**config.mk**
```make
export PLATFORM = sky130hd
export DESIGN_NAME = relu_channel_scheduler
export DESIGN_NICKNAME = d
export VERILOG_FILES = /design/src/rtl/relu_channel_scheduler.sv
export SDC_FILE = /design/constraint.sdc
export NUM_CORES = 1
export LEC_CHECK = 0
export BUFFER_PORTS_ARGS = -buffer_cell sky130_fd_sc_hd__buf_2
export CAP_MARGIN = 5
export CORE_MARGIN = 3
export CORE_UTILIZATION = 50
export DETAILED_ROUTE_END_ITERATION = 12
export PLACE_DENSITY_LB_ADDON = 0.12
export SLEW_MARGIN = 30
export SYNTH_ARGS = -nofsm -noshare
export SYNTH_HDL_FRONTEND = slang
export SYNTH_SLANG_ARGS = --single-unit
```
**constraint.sdc**
```tcl
create_clock -name clk -period 5.85 [get_ports clk]
set_input_delay 1.17 -clock clk [delete_from_list [all_inputs] [get_ports clk]]
set_output_delay 1.17 -clock clk [all_outputs]
set_load 0.01 [all_outputs]
```
**src/rtl/relu_channel_scheduler.sv**
```systemverilog
// Streams NUM_CH x MAP_X x MAP_Y feature-map elements through a shared ReLU into a 2-entry output FIFO.
// Optional clamped-element counter enabled by defining RELU_ZERO_CNT_EN.
module relu_channel_scheduler #(
    parameter int NUM_CH     = 8,
    parameter int MAP_X      = 24,
    parameter int MAP_Y      = 24,
    parameter int DATA_WIDTH = 45,
    localparam int CW = $clog2(NUM_CH),
    localparam int XW = $clog2(MAP_X),
    localparam int YW = $clog2(MAP_Y),
    localparam int ZW = $clog2(NUM_CH * MAP_X * MAP_Y + 1)
) (
    input  logic                  clk,
    input  logic                  rst,
    input  logic                  start,
    input  logic                  abort,
    output logic                  busy,
    output logic                  done,
    output logic                  rd_en,
    output logic [CW-1:0]         rd_ch,
    output logic [XW-1:0]         rd_x,
    output logic [YW-1:0]         rd_y,
    input  logic [DATA_WIDTH-1:0] rd_data,
    output logic                  out_valid,
    input  logic                  out_ready,
    output logic [DATA_WIDTH-1:0] out_data,
    output logic [CW-1:0]         out_ch,
    output logic [XW-1:0]         out_x,
    output logic [YW-1:0]         out_y,
    output logic                  out_last,
    output logic [ZW-1:0]         zero_cnt
);

    typedef enum logic [1:0] {IDLE, RUN, DRAIN, DONE} state_t;

    typedef struct packed {
        logic [DATA_WIDTH-1:0] data;
        logic [CW-1:0]         ch;
        logic [XW-1:0]         x;
        logic [YW-1:0]         y;
        logic                  last;
    } entry_t;

    state_t        state, state_n;
    logic [CW-1:0] ch_q;
    logic [XW-1:0] x_q;
    logic [YW-1:0] y_q;
    logic          inflight;
    logic [CW-1:0] inf_ch;
    logic [XW-1:0] inf_x;
    logic [YW-1:0] inf_y;
    logic          inf_last;
    entry_t        mem [2];
    entry_t        wr_entry, head;
    logic          rd_ptr, wr_ptr;
    logic [1:0]    count;
    logic          active, abort_hit, accept, pop, wr, issue_ok, last_addr;

    assign active    = (state == RUN) || (state == DRAIN);
    assign abort_hit = abort && active;
    assign accept    = (state == IDLE) && start && !abort;
    assign out_valid = (count != 2'd0);
    assign pop       = out_valid && out_ready;
    assign wr        = inflight && !abort_hit;
    // Occupancy after this cycle's pop must leave room for the read being issued.
    assign issue_ok  = ({1'b0, count} + {2'b00, inflight}) < (3'd2 + {2'b00, pop});
    assign rd_en     = (state == RUN) && !abort && issue_ok;
    assign last_addr = (ch_q == CW'(NUM_CH - 1)) && (x_q == XW'(MAP_X - 1)) && (y_q == YW'(MAP_Y - 1));
    assign busy      = active;
    assign done      = (state == DONE);
    assign rd_ch     = ch_q;
    assign rd_x      = x_q;
    assign rd_y      = y_q;

    always_ff @(posedge clk or negedge rst) begin
        if (!rst) state <= IDLE;
        else      state <= state_n;
    end

    always_comb begin
        state_n = state;
        case (state)
            IDLE:    if (accept) state_n = RUN;
            RUN:     if (abort) state_n = IDLE;
                     else if (rd_en && last_addr) state_n = DRAIN;
            // Leave as soon as the FIFO will be empty after this cycle's pop.
            DRAIN:   if (abort) state_n = IDLE;
                     else if (!inflight && (count == {1'b0, pop})) state_n = DONE;
            DONE:    state_n = IDLE;
            default: state_n = IDLE;
        endcase
    end

    always_ff @(posedge clk or negedge rst) begin
        if (!rst) begin
            ch_q <= '0;
            x_q  <= '0;
            y_q  <= '0;
        end else if (accept) begin
            ch_q <= '0;
            x_q  <= '0;
            y_q  <= '0;
        end else if (rd_en) begin
            if (y_q == YW'(MAP_Y - 1)) begin
                y_q <= '0;
                if (x_q == XW'(MAP_X - 1)) begin
                    x_q  <= '0;
                    ch_q <= (ch_q == CW'(NUM_CH - 1)) ? '0 : ch_q + 1'b1;
                end else begin
                    x_q <= x_q + 1'b1;
                end
            end else begin
                y_q <= y_q + 1'b1;
            end
        end
    end

    always_ff @(posedge clk or negedge rst) begin
        if (!rst) begin
            inflight <= 1'b0;
            inf_ch   <= '0;
            inf_x    <= '0;
            inf_y    <= '0;
            inf_last <= 1'b0;
        end else begin
            inflight <= rd_en;
            if (rd_en) begin
                inf_ch   <= ch_q;
                inf_x    <= x_q;
                inf_y    <= y_q;
                inf_last <= last_addr;
            end
        end
    end

    always_comb begin
        wr_entry      = '0;
        wr_entry.data = rd_data[DATA_WIDTH-1] ? '0 : rd_data;
        wr_entry.ch   = inf_ch;
        wr_entry.x    = inf_x;
        wr_entry.y    = inf_y;
        wr_entry.last = inf_last;
    end

    always_ff @(posedge clk or negedge rst) begin
        if (!rst) begin
            count  <= '0;
            rd_ptr <= 1'b0;
            wr_ptr <= 1'b0;
        end else if (abort_hit) begin
            count  <= '0;
            rd_ptr <= 1'b0;
            wr_ptr <= 1'b0;
        end else begin
            if (wr)  wr_ptr <= ~wr_ptr;
            if (pop) rd_ptr <= ~rd_ptr;
            count <= count + {1'b0, wr} - {1'b0, pop};
        end
    end

    always_ff @(posedge clk) begin
        if (wr) mem[wr_ptr] <= wr_entry;
    end

    always_comb begin
        head = mem[rd_ptr];
        if (!out_valid) head = '0;
    end

    assign out_data = head.data;
    assign out_ch   = head.ch;
    assign out_x    = head.x;
    assign out_y    = head.y;
    assign out_last = head.last;

`ifdef RELU_ZERO_CNT_EN
    always_ff @(posedge clk or negedge rst) begin
        if (!rst)                                 zero_cnt <= '0;
        else if (accept)                          zero_cnt <= '0;
        else if (wr && rd_data[DATA_WIDTH-1])     zero_cnt <= zero_cnt + 1'b1;
    end
`else
    assign zero_cnt = '0;
`endif

endmodule

```
# == Word level (Yosys, flattened, before mapping) ==
# Memories as Yosys holds them, arrays and structs flattened.
# Cells that the tools add are included.
# classes
addsub,7
n_eq_ne,10
n_bitwise,2
mux,27
magnitude_cmp,1
n_reduce_logical,25
# op_table
operator,n
2-to-1 mux 59 bit,1
2-to-1 mux 44 bit,1
2-to-1 mux 5 bit,7
2-to-1 mux 3 bit,5
2-to-1 mux 2 bit,6
nonzero test 2 bit,6
logical AND 1 bit,11
"adder 5 x 1 -> 5 bit, second input constant",2
"== test 5 bit, second input constant",2
one-hot mux 2 bit (4 select lines),1
2-to-1 mux 1 bit,6
"!= test 3 x 2 -> 1 bit, second input constant",2
AND reduction 3 bit,2
"== test 2 bit, second input constant",2
adder 2 x 1 -> 3 bit,1
"adder 2 x 1 -> 3 bit, first input constant",1
"adder 3 x 1 -> 3 bit, second input constant",1
"== test 3 bit, second input constant",1
zero test 1 bit,3
less-than comparator 3 bit,1
adder 2 x 1 -> 2 bit,1
== test 2 x 1 -> 1 bit,1
"== test 2 x 1 -> 1 bit, second input constant",1
zero test 2 bit,1
5 further kinds,6
# word_totals
mem_count,1
regBits,34
elab_cells,85
ramBits,116
# memory_table
memory,words,word_bits,read_ports,rd_clocked_by_memory_dff,write_ports,line_no,text
mem,2,58,1,0,1,53,entry_t mem [2];

# == Logic depth before layout (Yosys ltp) ==
# depth
ltp_word,9
mapped_depth,10

# == Worst setup path after synthesis ==
# Ideal clock, no wire load.
# synth_timing
kind,in2reg
startpoint,input abort
endpoint,"memory mem[0][0] (netlist name), enable pin"
cell_stages,4
required_ns,5.376
setup_slack_ns,1.471
n_path_buf,1
t_arrival_ns,3.906
cell_sequence,buf_2 -> nand2_1 -> nand2_1 -> nor2_1
# synth_via
elab_chain_len,5
# synth_lines
item,line_no,text
start: declaration,16,"input logic abort,"
logical AND 1 bit,60,assign abort_hit = abort && active;
zero test 1 bit,64,assign wr = inflight && !abort_hit;
logical AND 1 bit,64,
2-to-1 mux 1 bit,162,if (wr) mem[wr_ptr] <= wr_entry;
2-to-1 mux 1 bit (not written as such),162,
end: declaration,53,
# No other way between the ends.

# == Final worst setup path ==
# layout_timing
startpoint,input abort
endpoint,output rd_en
# layout_via
elab_chain_len,3
# layout_lines
item,line_no,text
zero test 1 bit,67,assign rd_en = (state == RUN) && !abort && issue_ok;
logical AND 1 bit (2 in a row),67,
end: declaration,19,"output logic rd_en,"
# No other way between the ends.

==> metrics.txt <==
run status=finished, final reports clean; Core Util, Final=63.97%; H-tree depth=4; Slew @ Worst Pin=0.8778 ns; initial core utilization=52.48%; slowest stage delay, CP=around 0.49 ns; crit-path cells=buf_2 > nor2b_2 > and2b_1 > nand2_1 > inv_1 > buf_2; Sink Count=150; Final Non-Filler Cells=767; Synth area leaders=edfxtp_1 54%, dfrtp_1 13%, mux2i_1 9.5%; post-synth top area share=53.91%; worst setup path endpoint=rd_en; Worst R2R End=mem[0][5]$_DFFE_PP_; syn_area_per_cell=around 14 um^2; Sequential Power Share=39.0%; Tmin final=3.809 ns; startpoint type of the worst setup path=input pin; count leader, synth=edfxtp_1; number of distinct library cells after synthesis=38; drt total wl=12250 um; setup TNS=0 ns; Die W=119.7 um; dpl cells=735; Tot Pwr=0.003661 W; clock-pin slew on the worst setup and hold paths=approximately 0.050 ns; DR DRC count=0; io pins=about 140; R2R Path Start=state[0]$_DFFE_PN0P_; CP Depth=6; Final Max Slew Viols=0; power per cell area=464.8 nW/um^2; Hold Path Class=reg -> reg; hpwl dp=about 8000 um; switching pwr=0.001163 W; sequential area share after synthesis=67.08%; relative slew slack=approximately two fifths; Max FO, Critical Path=21; R2R depth=7; Vias=3848; FP Rows=40; yosys warns=0; Post-synth EDFFs=116; I/O Buffers=124; FF+latch count, synth=150; initial antenna violation count=0; Final setup viols=0; Placeable Area=roughly 12000 um^2; CP endpoint kind=output pin; fmax=262.5 MHz; Crit-path slowest cell=nand2_1; grt ovf=0; Int Power=between 0.002 and 0.0025 W; Post-Synthesis Cells=458; DR iter-0 viols=213; Critical Path Source=abort; Via-to-Cell Ratio=roughly 5; post-synth top area cell=edfxtp_1; Hold Buf Count CTS=0; vias in the first global route=roughly 4000; top cells by instance count after synthesis=116 x edfxtp_1, 65 x nor2_1, 61 x mux2i_1; Layout Nets=649; routability cong.=about 0.85; TritonCTS buffer count=17; TritonCTS clock tree=built; top_reg_cell synth=edfxtp_1; Logic pwr share=a little under a third; die area=between 10000 and 15000 um^2; max-cap violations=0; Die H=roughly 120 um; top cell family by delay on the critical path=simple AND/OR/NAND/NOR gates; Worst-Skew Late Latency=0.41 ns; Gates resized, CTS repair=0; maximum root-to-sink buffer count=2; final worst-path cycle share=65.12%; P_leak=between 3 and 4 nW; layout cell share with drive strength beyond 1=31.05%; Syn Std Cell Area=around 6500 um^2; unrepaired setup endpoints after global routing=no; first-pass GRT wire length=a little under 20000 um; P&R area growth vs syn=21.90%; GRT Util Overall=about 18%; routed len/inst=15.97 um; critical path class=in -> out; Worst EP arrival=2.64 ns; Hold Fails Final Rpt=0; clk_skew=0.006125 ns; Setup Buffers After CTS=0; Critical Path RT=4.68 ns; internal reg-to-reg setup slack=around 3.3 ns; Worst Path Buf+Inv=3; clock power share=29.2%; root buf cell=clkbuf_16; ANT nets after route=0; 1st-pass router iterations=5; net switching fraction of the power=31.78%; Async S/R FF share, synth=22.67%; Layout fillers=967; peak supply drop=362.6 uV; CP dominant cell by count=buf_2; ant diodes=0; largest net degree at the start of global routing=60
power by group through the flow:
stage	Combinational (W)	Sequential, W	Clock (W)
finish	0.00116	0.00143	0.00107
global route	0.00128	0.00145	0.00114
CTS	0.00119	0.00143	0.00109
detailed placement	0.00118	0.00145	0
global placement	0.00105	0.00152	0
floorplan	0.000769	0.00142	0
state kept, by name, indices dropped and copies added (netlist names):
register and count:
inflight 1, inf_last 1, inf_y 5, wr_ptr 1, rd_ch 3, state 2, inf_ch 3, rd_y 5
count 2, mem 116, rd_ptr 1, inf_x 5, rd_x 5
logic make-up (layout without fill, tap and decap cells):
group | Yosys count | count (layout) | synth area share, %
other cells | 1 | 14 | 0.05804
mux | 75 | 75 | 11.89
flops | 150 | 150 | 67.08
fa+ha+maj | 13 | 13 | 2.517
simple gates | 146 | 146 | 12.03
buf+inv | 43 | 171 | 3.486
xor+xnor | 7 | 7 | 0.9489
compound gates | 23 | 23 | 1.995
placed cells by master, fill, tap and decap left out, drive strengths merged, types with 10 or more instances in the layout:
cell type / n
buf: 131
nand2: 11
mux2: 14
nor2b: 45
o21ai: 10
edfxtp: 116
ha: 13
clkbuf: 26
nor2: 65
mux2i: 61
conb: 14
dfrtp: 34
a21oi: 12
worst min-delay path by stage:
| stage | startpoint | to | slack, ns | depth (start not counted) |
|---|---|---|---|---|
| after floorplan | inf_x[4]$_DFFE_PN0P_ | mem[0][10]$_DFFE_PP_ | 0.44 | 0 |
| after global placement | inf_x[1]$_DFFE_PN0P_ | mem[0][7]$_DFFE_PP_ | 0.45 | 0 |
| after detailed placement | inf_x[2]$_DFFE_PN0P_ | mem[1][8]$_DFFE_PP_ | 0.46 | 0 |
| after CTS | inf_x[0]$_DFFE_PN0P_ | mem[1][6]$_DFFE_PP_ | 0.47 | 0 |
| after global routing | inf_y[2]$_DFFE_PN0P_ | mem[0][3]$_DFFE_PP_ | 0.49 | 0 |
| final | inf_ch[2]$_DFFE_PN0P_ | mem[0][13]$_DFFE_PP_ | 0.47 | 0 |
layer usage:
| layer | GRT usage (%) | routed length [um] | vias up |
|---|---|---|---|
| li1 | - | - | 1866 |
| met1 | 21.35 | 5066 | 1860 |
| met2 | 30.23 | 6255 | 102 |
| met3 | 5.042 | 668 | 20 |
| met4 | 7.874 | 255 | 0 |
| met5 | 0 | 0 | - |
through the flow:
step                setup slack [ns]  hold slack (ns)  area [um^2]
finish                         2.041           0.4711         7876
floorplan                      1.471           0.4366         6510
detailed placement             2.013           0.4560         7271
global placement               2.072           0.4468         7196
CTS                            1.985           0.4735         7873
global route                   1.884           0.4907         7876
cell type report:
cell class                 instances  area, um^2  share of cell area [%]
clock inverter                     6       61.31                  0.7784
timing repair buffer             131       725.7                   9.214
tap                              168       210.2                   2.669
sequential                       150        4338                   55.08
multi-input combinational        278        1971                   25.02
clock buffer                      26       540.5                   6.863
inverter                           8       30.03                  0.3813
(Power assumes the default switching activity.)
